<file path="src/rtl/mux4_32_if.sv">
// Bus bundle for the 4:1 mux: select, four data inputs, and the combinational and registered results.
// The master drives select and data; the slave returns the mux outputs.
interface mux4_32_if #(
  parameter int WIDTH = 32
);
  logic [1:0]       s;
  logic [WIDTH-1:0] d0;
  logic [WIDTH-1:0] d1;
  logic [WIDTH-1:0] d2;
  logic [WIDTH-1:0] d3;
  logic [WIDTH-1:0] y;
  logic [3:0]       sel_oh;
  logic [WIDTH-1:0] y_q;
  logic             chg;

  modport master (
    output s, d0, d1, d2, d3,
    input  y, sel_oh, y_q, chg
  );

  modport slave (
    input  s, d0, d1, d2, d3,
    output y, sel_oh, y_q, chg
  );
endinterface

</file>
<file path="src/rtl/mux4_32.sv">
// 4:1 WIDTH-bit mux with a one-hot select decode, a registered copy of the output,
// and a one-cycle pulse whenever the selected value differs from the registered copy.
module mux4_32 #(
  parameter int WIDTH = 32
) (
  input logic      clk,
  input logic      rst,
  mux4_32_if.slave bus
);

  logic [WIDTH-1:0] y_mux;
  logic [3:0]       sel_dec;

  // An undefined select propagates X rather than falling back to any input.
  always_comb begin
    y_mux   = 'x;
    sel_dec = 'x;
    case (bus.s)
      2'b00: begin y_mux = bus.d0; sel_dec = 4'b0001; end
      2'b01: begin y_mux = bus.d1; sel_dec = 4'b0010; end
      2'b10: begin y_mux = bus.d2; sel_dec = 4'b0100; end
      2'b11: begin y_mux = bus.d3; sel_dec = 4'b1000; end
      default: begin y_mux = 'x; sel_dec = 'x; end
    endcase
  end

  assign bus.y      = y_mux;
  assign bus.sel_oh = sel_dec;

  // chg compares the incoming value against the copy still held in y_q.
  always_ff @(posedge clk) begin
    if (rst) begin
      bus.y_q <= '0;
      bus.chg <= 1'b0;
    end else begin
      bus.y_q <= y_mux;
      bus.chg <= (y_mux != bus.y_q);
    end
  end

endmodule

</file>
<file path="src/flat_wrapper.sv">
// flat-port wrapper written by rule: the top's interface ports become plain ports
module mux4_32_flat 
#(
  parameter int WIDTH = 32
)
  (clk, rst, bus_s, bus_d0, bus_d1, bus_d2, bus_d3, bus_y, bus_sel_oh, bus_y_q, bus_chg);
  mux4_32_if #(.WIDTH(WIDTH)) bus_i ();
  input logic clk;
  input logic rst;
  input wire logic [$bits(bus_i.s)-1:0] bus_s;
  input wire logic [$bits(bus_i.d0)-1:0] bus_d0;
  input wire logic [$bits(bus_i.d1)-1:0] bus_d1;
  input wire logic [$bits(bus_i.d2)-1:0] bus_d2;
  input wire logic [$bits(bus_i.d3)-1:0] bus_d3;
  output wire logic [$bits(bus_i.y)-1:0] bus_y;
  output wire logic [$bits(bus_i.sel_oh)-1:0] bus_sel_oh;
  output wire logic [$bits(bus_i.y_q)-1:0] bus_y_q;
  output wire logic [$bits(bus_i.chg)-1:0] bus_chg;
  assign bus_i.s = bus_s;
  assign bus_i.d0 = bus_d0;
  assign bus_i.d1 = bus_d1;
  assign bus_i.d2 = bus_d2;
  assign bus_i.d3 = bus_d3;
  assign bus_y = bus_i.y;
  assign bus_sel_oh = bus_i.sel_oh;
  assign bus_y_q = bus_i.y_q;
  assign bus_chg = bus_i.chg;
  mux4_32 #(.WIDTH(WIDTH)) u_core (.clk(clk), .rst(rst), .bus(bus_i));
endmodule
</file>
<file path="config.mk">
export PLATFORM = sky130hd
export DESIGN_NAME = mux4_32_flat
export DESIGN_NICKNAME = d
export VERILOG_FILES = /design/src/rtl/mux4_32_if.sv /design/src/rtl/mux4_32.sv /design/src/flat_wrapper.sv
export SDC_FILE = /design/constraint.sdc
export NUM_CORES = 1
export LEC_CHECK = 0
export ABC_CLOCK_PERIOD_IN_PS = 2300
export CORE_MARGIN = 2
export CORE_UTILIZATION = 27
export DETAILED_ROUTE_END_ITERATION = 10
export PLACE_DENSITY_LB_ADDON = 0.25
export SYNTH_ARGS = -nofsm -noshare
export SYNTH_HDL_FRONTEND = slang
export SYNTH_SLANG_ARGS = --single-unit
export TNS_END_PERCENT = 50
</file>
<file path="constraint.sdc">
create_clock -name clk -period 2.3 [get_ports clk]
set_input_delay 0.69 -clock clk [delete_from_list [all_inputs] [get_ports clk]]
set_output_delay 0.69 -clock clk [all_outputs]
set_load 0.01 [all_outputs]
</file>
After elaboration in Yosys (flattened, before gate mapping):

Cells that the tools add are included.

* equality and inequality tests: 4
* reductions and logical operators: 1
* muxes and demuxes: 2

Operators by type and width (number)
* $pmux W32 S4: 1
* $ne A32 B32 Y1: 1
* $pmux W4 S4: 1
* $eq A2 B2 Y1 const B: 2
* $eq A2 B1 Y1 const B: 1
* $logic_not A2 Y1: 1

* output and inout port bits: 69
* bits in registers: 33
* input bits: 132
* logic and storage cells: 9

Depth between registers and ports, before layout:

* word-level depth: 3
* gate-level depth with buffers: 7
* gate-level depth less buffers: 5

Worst setup path after synthesis:

Ideal clock, no wire load.

* kind: in2out
* start point: input bus_s[1]
* end point: output bus_y[13]
* cell stages on the path: 3
* buffers on the path: 2
* data required time: 1610 ps
* arrival: 1652 ps
* path slack: -42 ps
* cell sequence: buf_6 -> buf_2 -> mux4_2

* longest elaborated chain between the ends: 2
* elaborated cells on any way between the ends: 5

Ends and longest elaborated chain
* start, declared: line flat_wrapper.sv:10 `input wire logic [$bits(bus_i.s)-1:0] bus_s;`
* $eq A2 B2 Y1 (tied with other cells): line mux4_32.sv:18 `case (bus.s)`
* $pmux W32 S4 (*): line mux4_32.sv:18
* end, declared: line flat_wrapper.sv:15 `output wire logic [$bits(bus_i.y)-1:0] bus_y;`

Every way passes the cells marked *; elsewhere a longest branch is shown, timed or not.

Worst setup path after layout:

* start point: input bus_s[1]
* end point: output bus_y[4]

Same word-level chain as after synthesis.

==> flow_summary.yaml <==
worst_hold_path:
  hold_path_class: "register to register"
clock_network:
  h-tree-depth: 2
  clk-insertion-delay-late_ns: 0.28
  cts_tree: "yes"
  cts_buffer_depth: 2
  clk_pin_slew_ns: 0.06
  cts-hold-fix-buffers: 0
  cts_root_buf: "clkbuf_8"
  cts_sinks: 33
  cts_buffers: 5
global_routing:
  antenna_found_initial: 0
  grt_max_degree: 34
  grt-ovfl-total: 0
  grt_pass1_vias: 2554
  grt_pass1_wl_mm: 12.8
  grt_use_total_pct: 19.9
timing:
  fin_skew_ns: 0.00512
  whs_ns: 0.695
  worst_pin_slew_ns: 0.351
  tns_ns: -1.34
  setup_ws_ns: -0.120
  max_freq_ghz: 0.413
  min_period_ns: 2.42
  rsz0062_at_grt: "true"
  setup_viol: 28
  fin_crit_sh_pct: 105
  hold_violations: 0
  timing.final.max_slew_violations: 0
  relSlewSlack_pct: 76.6
final_layout:
  area_growth_pct: 140
  final_nets: 548
  drive_gt1_share_pct: 34.1
  instances_no_fill: 516
  insertedDiodeCount: 0
  final_core_util_pct: 67.2
yosys:
  synth_cells: 155
  synth_top_flop_cell: "dfxtp_1"
  synth_area_um2: 2030
  ys_top_cells_by_area: "mux4_2 36%, dfxtp_1 33%, xnor2_1 14%"
  synth-seq-cells: 33
  yosysWarnings: 0
  synth_top_area_share_pct: 35.5
  ys_seq_area_share_pct: 32.6
  yosysMostFrequentCell: "nor2b_1"
  ys_async_sr_fraction_pct: 0
  synth_nets: 287
  synth_edf_count: 0
  ys_types: 14
  yosys-top-cells-count: "34 x nor2b_1, 33 x dfxtp_1, 32 x mux4_2, 32 x xnor2_1, 8 x nand4_1"
  synth_top_area_cell: "mux4_2"
  syn-mean-instance-area_um2: 13.1
setup_path:
  worstPathCellList: "buf_12, buf_12, buf_6, mux4_2, buf_6"
  endpoint_kind: "output pin"
  cp.arrival_ns: 1.73
  path_class: "primary input to output pin"
  worstPathMaxFanout: 6
  crit_path_start_kind: "primary input"
  path_delay_family: "multiplexers"
  cp.required_ns: 1.61
  cpMaxStageDelayCell: "mux4_2"
  path_buf_inv: 4
  reg2reg_slack_ns: 1.09
  cp_slowest_stage_delay_ns: 0.53
floorplanning:
  io-pin-count: 201
  die_height_um: 90.7
  num_rows: 31
  dieWidth_um: 90.7
  dieArea_um2: 8230
  start_util_pct: 28.0
  core_area_um2: 7250
drt:
  drtIter0Drc: 42
  vias_per_cell: 4.44
  firstDrtPassIters: 4
  wire_per_inst_um: 15.9
  drc: 0
  ant_nets: 0
  vias: 2289
  routed_wl_mm: 8.21
place:
  port_buffers: 200
  dp_hpwl_mm: 6.31
  dp.cells: 483
  gp_congestion: 0.727
power:
  power_density_nw_per_um2: 446
  total_power_w: 0.00217
  p_int_w: 0.00161
  seqPwrFrac_pct: 29.9
  power_leakage_nw: 2.32
  swShare_pct: 25.9
  p_switching_w: 0.000562
  vdd_ir_drop_max_v: 0.000235
  pwr-share-clk_pct: 25.7
  p_comb_share_pct: 44.4
outcome:
  violations: "negative setup slack"
  status: "finished with violations"
run:
  maxCapViolCount: 0
## cells by family (layout without fill, tap and decap cells)
kind of cell	Yosys count	count (layout)	share of synthesized area, %
DFF	33	33	32.6
buffers and inverters	11	273	3.82
and+or+nand+nor	46	46	14.1
AOI/OAI and AO/OA	1	1	0.246
xor gates and xnor gates	32	32	13.8
muxes	32	32	35.5
## routing by layer
metal | vias up | part of all wire [%] | GRT usage [%]
met2 | 102 | 53 | 35.9
met4 | 0 | 1.3 | 4.62
met1 | 1079 | 38 | 22.9
met5 | - | 0 | 0
met3 | 8 | 7.6 | 6.18
li1 | 1100 | - | -
## what timing repair did
item / 4_1_cts / 5_1_grt
pin swaps: 2 / 2
gates resized for setup: 266 / 37
buffers inserted: 18 / 5
cloned: 4 / 0
setup endpoints to repair: 37 / 32
## worst paths after layout
kind / start / endpoint / cells past startpoint
worst max-delay path: bus_s[1] / bus_y[4] / 5
worst min-delay path: u_core.bus.y_q[5]$_SDFF_PP0_ / u_core.bus.chg$_SDFF_PP0_ / 4
worst max register to register: u_core.bus.y_q[10]$_SDFF_PP0_ / u_core.bus.chg$_SDFF_PP0_ / 4
worst min register to register: u_core.bus.y_q[5]$_SDFF_PP0_ / u_core.bus.chg$_SDFF_PP0_ / 4
## layout make-up
type	count	area [µm²]
clock buffer	7	86.3
fill	596	2380
clock inverter	1	30.0
tap	99	124
sequential	33	661
timing repair buffer	265	2650
multi-input combinational	111	1320
## placed cells by master, fill, tap and decap left out, types with 2 or more instances in the layout
cell	synthesis	layout
dlygate4sd2_1	0	89
buf_16	0	2
dfxtp_1	33	33
nor4_2	0	2
xnor2_2	0	2
nand4_1	8	8
buf_4	0	51
buf_6	2	38
xnor2_1	32	30
buf_12	1	7
clkdlybuf4s50_1	0	45
dlymetal6s2s_1	0	32
nor2b_1	34	34
mux4_2	32	32
clkbuf_8	0	6
## worst register-to-register path, stage by stage (launching register included)
cell     delay, ns
dfxtp_1       0.32
xnor2_1       0.19
nand4_1       0.18
nor4_2        0.30
a21oi_1       0.10
## flip-flops by register name, summed over array words and instances (netlist names)
name,cells
u_core.bus.y_q,32
u_core.bus.chg,1
## power groups by stage
stage | registers (W) | logic (W) | clock network [W]
after floorplan | 0.000682 | 0.000325 | 0
after global placement | 0.000659 | 0.000914 | 0
after detailed placement | 0.000662 | 0.000922 | 0
after CTS | 0.000649 | 0.000974 | 0.000574
after global routing | 0.000655 | 0.00103 | 0.000605
final | 0.000650 | 0.000964 | 0.000558
## metrics by stage
step / area, µm² / setup slack, ns
5_1_grt: 4870 / -0.157
2_1_floorplan: 2030 / 0.0213
4_1_cts: 4770 / -0.153
6_report: 4870 / -0.120
3_3_place_gp: 4410 / -0.513
3_5_place_dp: 4410 / -0.518
No activity file was read; power rests on OpenSTA's default activity.
